### src/rtl/mem_req_ctrl_pkg.sv
// Shared FSM state encoding and error codes for the memory request controller.
package mem_req_ctrl_pkg;

    typedef logic [1:0] state_t;
    typedef logic [1:0] err_code_t;

    localparam logic [1:0] S_IDLE   = 2'd0;
    localparam logic [1:0] S_ACCESS = 2'd1;
    localparam logic [1:0] S_RESP   = 2'd2;
    localparam logic [1:0] S_ERR    = 2'd3;

    localparam logic [1:0] ERR_NONE    = 2'd0;
    localparam logic [1:0] ERR_MEM     = 2'd1;
    localparam logic [1:0] ERR_TIMEOUT = 2'd2;
    localparam logic [1:0] ERR_ILLEGAL = 2'd3;

endpackage

### src/rtl/sat_counter.sv
// Saturating up-counter: holds at all-ones instead of wrapping.
module sat_counter #(
    parameter int W = 16
) (
    input  logic         clk,
    input  logic         rst,
    input  logic         inc,
    output logic [W-1:0] cnt
);

    always_ff @(posedge clk) begin
        if (rst) begin
            cnt <= '0;
        end else if (inc && (cnt != {W{1'b1}})) begin
            cnt <= cnt + W'(1);
        end
    end

endmodule

### src/rtl/mem_req_ctrl.sv
// Issues a held Rd/Wr access per EX/MEM load/store, stalls the pipe until Done,
// registers load data, flags memory error / timeout / illegal op, counts accesses and hits.
module mem_req_ctrl
    import mem_req_ctrl_pkg::*;
#(
    parameter int TIMEOUT = 64,
    parameter int CNT_W   = 16
) (
    input  logic             clk,
    input  logic             rst,
    input  logic             req_valid,
    input  logic             req_load,
    input  logic             req_store,
    input  logic             req_halt,
    input  logic [15:0]      req_addr,
    input  logic [15:0]      req_wdata,
    output logic [15:0]      mem_addr,
    output logic [15:0]      mem_wdata,
    output logic             mem_rd,
    output logic             mem_wr,
    output logic             mem_dump,
    input  logic             mem_done,
    input  logic             mem_stall,
    input  logic             mem_hit,
    input  logic             mem_err,
    input  logic [15:0]      mem_rdata,
    output logic             stall_pipe,
    output logic             resp_valid,
    output logic [15:0]      rdata_q,
    output logic             err_out,
    output logic [1:0]       err_code,
    output logic [CNT_W-1:0] acc_cnt,
    output logic [CNT_W-1:0] hit_cnt
);

    localparam int WAIT_W = (TIMEOUT > 2) ? $clog2(TIMEOUT) : 1;

    state_t            state;
    logic [WAIT_W-1:0] wait_cnt;
    logic              memop;
    logic              acc_inc;
    logic              hit_inc;
    logic              unused_mem_stall;

    // Done is the only completion signal; Stall is visible to the memory stage only.
    assign unused_mem_stall = mem_stall;

    assign memop   = req_valid & (req_load | req_store);
    assign acc_inc = (state == S_ACCESS) & mem_done & ~mem_err;
    assign hit_inc = acc_inc & mem_hit;

    assign resp_valid = (state == S_RESP);
    assign err_out    = (state == S_ERR);
    assign stall_pipe = (state == S_IDLE) ? memop : (state != S_RESP);

    always_ff @(posedge clk) begin
        if (rst) begin
            state     <= S_IDLE;
            mem_addr  <= '0;
            mem_wdata <= '0;
            mem_rd    <= 1'b0;
            mem_wr    <= 1'b0;
            mem_dump  <= 1'b0;
            rdata_q   <= '0;
            err_code  <= ERR_NONE;
            wait_cnt  <= '0;
        end else begin
            mem_dump <= 1'b0;
            case (state)
                S_IDLE: begin
                    if (req_valid && req_load && req_store) begin
                        state    <= S_ERR;
                        err_code <= ERR_ILLEGAL;
                    end else if (memop) begin
                        mem_addr  <= req_addr;
                        mem_wdata <= req_wdata;
                        mem_rd    <= req_load;
                        mem_wr    <= req_store;
                        wait_cnt  <= '0;
                        state     <= S_ACCESS;
                    end else if (req_valid && req_halt) begin
                        mem_dump <= 1'b1;
                    end
                end
                S_ACCESS: begin
                    // err wins over Done: a faulted access never completes or counts.
                    if (mem_err) begin
                        mem_rd   <= 1'b0;
                        mem_wr   <= 1'b0;
                        err_code <= ERR_MEM;
                        state    <= S_ERR;
                    end else if (mem_done) begin
                        mem_rd <= 1'b0;
                        mem_wr <= 1'b0;
                        if (mem_rd) begin
                            rdata_q <= mem_rdata;
                        end
                        state <= S_RESP;
                    end else if (wait_cnt == WAIT_W'(TIMEOUT - 1)) begin
                        mem_rd   <= 1'b0;
                        mem_wr   <= 1'b0;
                        err_code <= ERR_TIMEOUT;
                        state    <= S_ERR;
                    end else begin
                        wait_cnt <= wait_cnt + WAIT_W'(1);
                    end
                end
                S_RESP: begin
                    state <= S_IDLE;
                end
                default: begin
                    mem_rd <= 1'b0;
                    mem_wr <= 1'b0;
                end
            endcase
        end
    end

    sat_counter #(.W(CNT_W)) u_acc_cnt (
        .clk (clk),
        .rst (rst),
        .inc (acc_inc),
        .cnt (acc_cnt)
    );

    sat_counter #(.W(CNT_W)) u_hit_cnt (
        .clk (clk),
        .rst (rst),
        .inc (hit_inc),
        .cnt (hit_cnt)
    );

endmodule
### config.mk
export PLATFORM = sky130hd
export DESIGN_NAME = mem_req_ctrl
export DESIGN_NICKNAME = d
export VERILOG_FILES = /design/src/rtl/mem_req_ctrl_pkg.sv /design/src/rtl/sat_counter.sv /design/src/rtl/mem_req_ctrl.sv
export SDC_FILE = /design/constraint.sdc
export NUM_CORES = 1
export LEC_CHECK = 0
export CAP_MARGIN = 10
export CORE_ASPECT_RATIO = 1.5
export CORE_MARGIN = 5
export CORE_UTILIZATION = 57
export CTS_CLUSTER_DIAMETER = 80
export DETAILED_ROUTE_END_ITERATION = 10
export DONT_BUFFER_PORTS = 1
export PLACE_DENSITY_LB_ADDON = 0.15
export SYNTH_ARGS = -nofsm -noshare
export SYNTH_HDL_FRONTEND = slang
export SYNTH_SLANG_ARGS = --single-unit
### constraint.sdc
create_clock -name clk -period 1.8 [get_ports clk]
set_input_delay 0.36 -clock clk [delete_from_list [all_inputs] [get_ports clk]]
set_output_delay 0.36 -clock clk [all_outputs]
set_load 0.05 [all_outputs]
==> results of run 1 <==
final timing paths:
| check | start | endpoint |
|---|---|---|
| setup / recovery | state[0] | stall_pipe |
| hold / removal | rst | u_acc_cnt.cnt[14] |
| setup reg to reg | state[0] | u_acc_cnt.cnt[14] |
| hold reg to reg | u_acc_cnt.cnt[10] | u_acc_cnt.cnt[10] |
routing by layer:
metal	vias to the layer above	GRT usage, %	wire length, um
met5	-	0	0
met4	0	10.4	263
met3	22	6.56	841
met2	129	43.5	5810
met1	1789	23.6	3800
li1	1909	-	-
stage by stage:
| step | util, % | cell area, um2 |
|---|---|---|
| 6_report | 71.5 | 4960 |
| 5_1_grt | 71.5 | 4960 |
| 4_1_cts | 70.6 | 4910 |
| 3_5_place_dp | 66.4 | 4610 |
| 3_3_place_gp | 66.4 | 4610 |
| 2_1_floorplan | - | 4130 |
registers in the layout, summed over array words and instances (netlist names), 2 cells and up:
signal	cells
mem_addr	16
mem_wdata	16
rdata_q	16
u_acc_cnt.cnt	16
u_hit_cnt.cnt	16
wait_cnt	6
err_code	2
state	2
report_power, final:
part           switching, uW  internal [uW]  leakage [uW]
clock                    739            787      0.000106
combinational            936            668      0.000866
sequential               505           2220      0.000770
final cells by class:
class | count | share of cell area [%]
clock inverter | 6 | 1.89
sequential | 93 | 38.5
inverter | 11 | 0.883
tap | 78 | 1.97
clock buffer | 9 | 2.50
multi-input combinational | 364 | 43.2
timing repair buffer | 67 | 11.1
logic make-up after synthesis:
logic type	synth area share (%)
simple gates	26.1
xor+xnor	0.215
compound gates	21.4
mux	0.552
fa+ha+maj	2.15
buf+inv	3.99
flops	45.7
what timing repair did:
action	in CTS	in global routing
hold buffers	0	0
buffers inserted	4	1
pin swaps	1	5
gates resized for setup	15	12
endpoints found under the setup margin	7	18
cloned	0	0
worst register-to-register path, stage by stage (launching register included):
cell,delay (ns)
dfxtp_2,0.34
buf_4,0.11
ha_4,0.16
and3b_2,0.27
nand3_2,0.10
buf_6,0.14
or4_1,0.42
a21oi_2,0.13
placed cells by master (no fill, tap or decap), types with 4 or more instances in the layout:
cell type / synthesis / routed
o211ai_1: 4 / 4
nand3_1: 21 / 18
ha_1: 7 / 4
nor2_1: 5 / 5
a221oi_1: 5 / 5
o31ai_1: 15 / 15
and3_1: 5 / 5
dfxtp_1: 93 / 60
inv_1: 11 / 8
a21oi_1: 77 / 76
clkbuf_8: 0 / 9
nor3_1: 6 / 6
dfxtp_2: 0 / 31
or4_1: 16 / 16
buf_4: 0 / 61
nand4_1: 8 / 8
o311ai_0: 5 / 4
o21ai_0: 12 / 12
or3_1: 7 / 7
nand2_1: 119 / 117
o41ai_1: 5 / 5
==> summary.txt, run 1 <==
Yosys
  • Syn Inst Count: 497
  • Synthesized area: 4080 um2
  • Part of the Yosys area used for sequential elements: 45.7%
  • Synth async-reset ratio: 0%
  • Synth top area cells: dfxtp_1 (46%), nand2_1 (11%), a21oi_1 (9.5%)
  • Synthesized net count: 562
  • Post-synth EDFFs: 0
  • Top FF cell, synth: dfxtp_1
  • Area share of the largest cell type after synthesis: 45.7%
  • Most instantiated cells after synthesis: nand2_1 (119), dfxtp_1 (93), a21oi_1 (77)
  • Syn Area/Cell: 8.20 um2
  • Synth Warn #: 0
  • Yosys cell types: 54
  • Register bit total from synthesis: 93
  • Most common cell in the netlist: nand2_1
  • Leading area contributor after synthesis: dfxtp_1

Timing
  • # setup viols final: 0
  • Post-Route Setup TNS: 0 ns
  • Period utilisation layout: 96.7%
  • Least-Margin Pin Slew: 0.545 ns
  • Fin Clk Skew: 0.00728 ns
  • Max-Slew Margin vs Limit: 63.6%
  • Post-route setup slack: 0.0591 ns
  • Final Slew Violations: 0
  • Minimum clock period after layout: 1.74 ns
  • Max Fclk: 574 MHz
  • Fin. Hold Viols: 0
  • Min Hold Slack: 0.0527 ns

Place
  • Final GP Congestion: 0.906
  • DP HPWL: 7840 um
  • Pre-CTS setup slack: -0.0100 ns
  • # placed instances: 609
  • IO buf count: 0

Floorplan
  • Chip Height: 114 um
  • Initial core utilization: 58.7%
  • Die area: 8980 um2
  • Die W: 79.1 um
  • IO Pins: 146
  • Core area: 6940 um2
  • Rows: 37

Critical path
  • Slowest stage cell on the critical path: dfxtp_2
  • CP Buf/Inv Count: 4
  • R2R Setup Slk: 0.06 ns
  • Most frequent cell on the critical path: buf_6
  • Cells on worst reg2reg path: 7
  • Arr. time, crit path: 1.38 ns
  • Crit Path Max Fanout: 3
  • Worst EP required: 1.44 ns
  • CP Capture Type: output pin
  • Setup CP Type: reg2out
  • Critical Path, Cell by Cell: buf_6, inv_4, ha_4, inv_2, o21a_1, buf_6
  • Critical Path Stages: 6
  • Startpoint Class: register
  • Worst path top cell family by delay: buffers and inverters
  • Critical path's largest stage delay: 0.33 ns

Layout
  • Area taken by multi-input logic gates: 2140 um2
  • Fillers: 561
  • Final #Nets: 611
  • Storage element area: 1910 um2
  • Layout area overhead: 21.7%
  • Final cell count without fillers: 628
  • Layout cells sized above 1: 25.6%
  • Antenna diode count: 0

Global routing
  • First-pass GRT wire length: 17,000 um
  • Largest net degree at the start of global routing: 89
  • Tot GR Track Use: 23.3%
  • Vias in the first global route: 3,736
  • Initial antenna violation count: 0
  • GRT Residual Overflow: 0

CTS
  • TritonCTS Buffers: 9
  • CTS tree: done
  • Root Driver: clkbuf_8
  • Htree depth: 3
  • Clock Path Buffers: 2
  • CTS Sinks: 93
  • Clock transition at the registers of the reported paths: 0.08 ns
  • Clock latency on the worst-skew pair: 0.36 ns

Drt
  • Total number of vias: 3,849
  • ANT nets after route: 0
  • Drc violations: 0
  • Vias per cell: 6.13
  • Routed len/inst: 17.1 um
  • Drt first pass iters: 6
  • Final WL: 10,700 um
  • Initial DRC Count: 171

Power
  • VDD IR max: 0.00110 V
  • Leakage power: 0.00174 uW
  • Tot Pwr: 5850 uW
  • PwrDens: 1180 nW/um2

Run status
  • Status: finished, final reports clean

Flow run
  • Max-cap viol count: 0

Hold path
  • Hold Path Depth: 1
  • Tightest Hold Check Type: in2reg
Power figures use the tool's default switching activity.
==> run 2, diff against run 1 <==
--- a/config.mk
+++ b/config.mk
@@ -12,7 +12,7 @@
 export CTS_CLUSTER_DIAMETER = 80
 export DETAILED_ROUTE_END_ITERATION = 10
 export DONT_BUFFER_PORTS = 1
-export PLACE_DENSITY_LB_ADDON = 0.15
+export PLACE_DENSITY = 0.76
 export SYNTH_ARGS = -nofsm -noshare
 export SYNTH_HDL_FRONTEND = slang
 export SYNTH_SLANG_ARGS = --single-unit
==> summary.txt, run 2 (synthesis gave the netlist of run 1 again) <==
Run status
  • Status: finished, final reports clean

Timing
  • Max Fclk: 571 MHz
  • Final Slew Violations: 0
  • Post-Route Setup TNS: 0 ns
  • Period utilisation layout: 97.3%
  • Fin. Hold Viols: 0
  • Least-Margin Pin Slew: 0.556 ns
  • Min Hold Slack: 0.0743 ns
  • Fin Clk Skew: 0.00806 ns
  • Max-Slew Margin vs Limit: 62.9%
  • Minimum clock period after layout: 1.75 ns
  • # setup viols final: 0
  • RSZ-0062 raised after global routing: true

Power
  • Comb power frac: 26.5%
  • Internal power: 3670 uW
  • Leakage power: 0.00174 uW
  • P_sw: 2130 uW
  • Clock power share: 25.6%
  • Switch share: 36.7%
  • Sequential Power Share: 47.9%
  • VDD IR max: 0.00103 V
  • PwrDens: 1170 nW/um2

Critical path
  • Setup CP Type: reg2out
  • Worst EP required: 1.44 ns
  • Arr. time, crit path: 1.39 ns
  • Crit Path Max Fanout: 8
  • Startpoint Class: register
  • CP Capture Type: output pin

Layout
  • Most frequent cells in the layout: nand2_1 (118), a21oi_1 (76), buf_4 (63)
  • Final #Nets: 611
  • Layout cells sized above 1: 26.1%
  • Antenna diode count: 0
  • Storage element area: 1910 um2
  • Fillers: 547
  • Layout area overhead: 21.6%
  • Fin util: 71.4%
  • Area taken by multi-input logic gates: 2160 um2
  • Most common cell after layout, fill and taps aside: nand2_1

Flow run
  • Max-cap viol count: 0

Global routing
  • First-pass GRT wire length: 16,300 um
  • Tot GR Track Use: 22.0%
  • Initial antenna violation count: 0
  • GRT Residual Overflow: 0
  • Vias in the first global route: 3,702
  • Largest net degree at the start of global routing: 89

Hold path
  • Tightest Hold Check Type: in2reg

Drt
  • Drc violations: 0
  • Final WL: 10,300 um
  • WL met1: 3840 um
  • Routed len/inst: 16.3 um
  • Total number of vias: 3,857
  • Drt first pass iters: 4
  • Uppermost layer routed: met4
  • Initial DRC Count: 164
  • Vias per cell: 6.13
  • ANT nets after route: 0
  • Metal3 WL: 863 um
  • WL met2: 5420 um

Floorplan
  • Rows: 37
  • Chip Height: 114 um
  • IO Pins: 146
  • Die area: 8980 um2
  • Core area: 6940 um2
  • Initial core utilization: 58.7%
  • Die W: 79.1 um

CTS
  • Root Driver: clkbuf_8
  • Clock latency on the worst-skew pair: 0.35 ns
  • CTS Sinks: 93
  • Clock transition at the registers of the reported paths: 0.08 ns
  • Htree depth: 3
  • TritonCTS Buffers: 9
  • Clock Path Buffers: 2
  • CTS tree: done

Place
  • Final GP Congestion: 0.833
  • IO buf count: 0
  • DP HPWL: 7420 um
[run 2: cell count changes in the layout (fill, tap and decap cells not counted), sizes merged]
cell | previous run | this run
clkbuf | 9 | 10
clkinv | 1 | 4
clkinvlp | 1 | 0
inv | 13 | 11
[run 2: worst max-delay path, cell delays in order (launching register included)]
cell,delay (ns)
dfxtp_4,0.37
buf_6,0.11
inv_6,0.04
ha_4,0.18
nand2_2,0.06
o21a_1,0.13
buf_6,0.15
[run 2: layout make-up]
cell class / instances / share of cell area (%)
inverter: 11 / 0.933
clock buffer: 10 / 2.57
multi-input combinational: 364 / 43.6
timing repair buffer: 67 / 10.6
tap: 78 / 1.97
clock inverter: 6 / 1.77
sequential: 93 / 38.5
[run 2: power by group through the flow]
stage	clock, uW	sequential [uW]	combinational, uW
floorplan	0	2820	902
global placement	0	2800	1280
detailed placement	0	2810	1340
CTS	1530	2760	1420
global route	1610	2800	1680
finish	1490	2780	1540
[run 2: final timing paths]
path                     from           endpoint  slack, ns  cells after the start
setup / recovery     state[0]         stall_pipe       0.05                      6
setup reg to reg     state[1]  u_acc_cnt.cnt[13]       0.08                      6
hold reg to reg   wait_cnt[5]        wait_cnt[5]       0.48                      2
hold / removal            rst        mem_addr[5]       0.07                      1
[run 2: metrics by stage]
| stage | instance area, um2 | power [uW] | setup WS [ns] | cells |
|---|---|---|---|---|
| finish | 4960 | 5800 | 0.0482 | 629 |
| global route | 4960 | 6090 | -0.0706 | 629 |
| CTS | 4870 | 5720 | 0.00157 | 626 |
| detailed placement | 4600 | 4150 | -0.0763 | 611 |
| global placement | 4600 | 4090 | 0.00186 | 611 |
| floorplan | 4130 | 3720 | -0.00751 | 497 |
[run 2: per-layer routing]
layer  global-route usage, %  vias up
met5                       0        -
met1                    23.9     1787
met4                    9.52        0
met3                    6.71       11
li1                        -     1903
met2                    38.9      156
[run 2: timing repair]
| item | in CTS | in global routing |
|---|---|---|
| pin swaps | 3 | 6 |
| setup endpoints to repair | 14 | 29 |
| endpoints found under the hold margin | 0 | 0 |
| hold buffers | 0 | 0 |
| setup buffers | 0 | 3 |
| gates resized for setup | 15 | 16 |
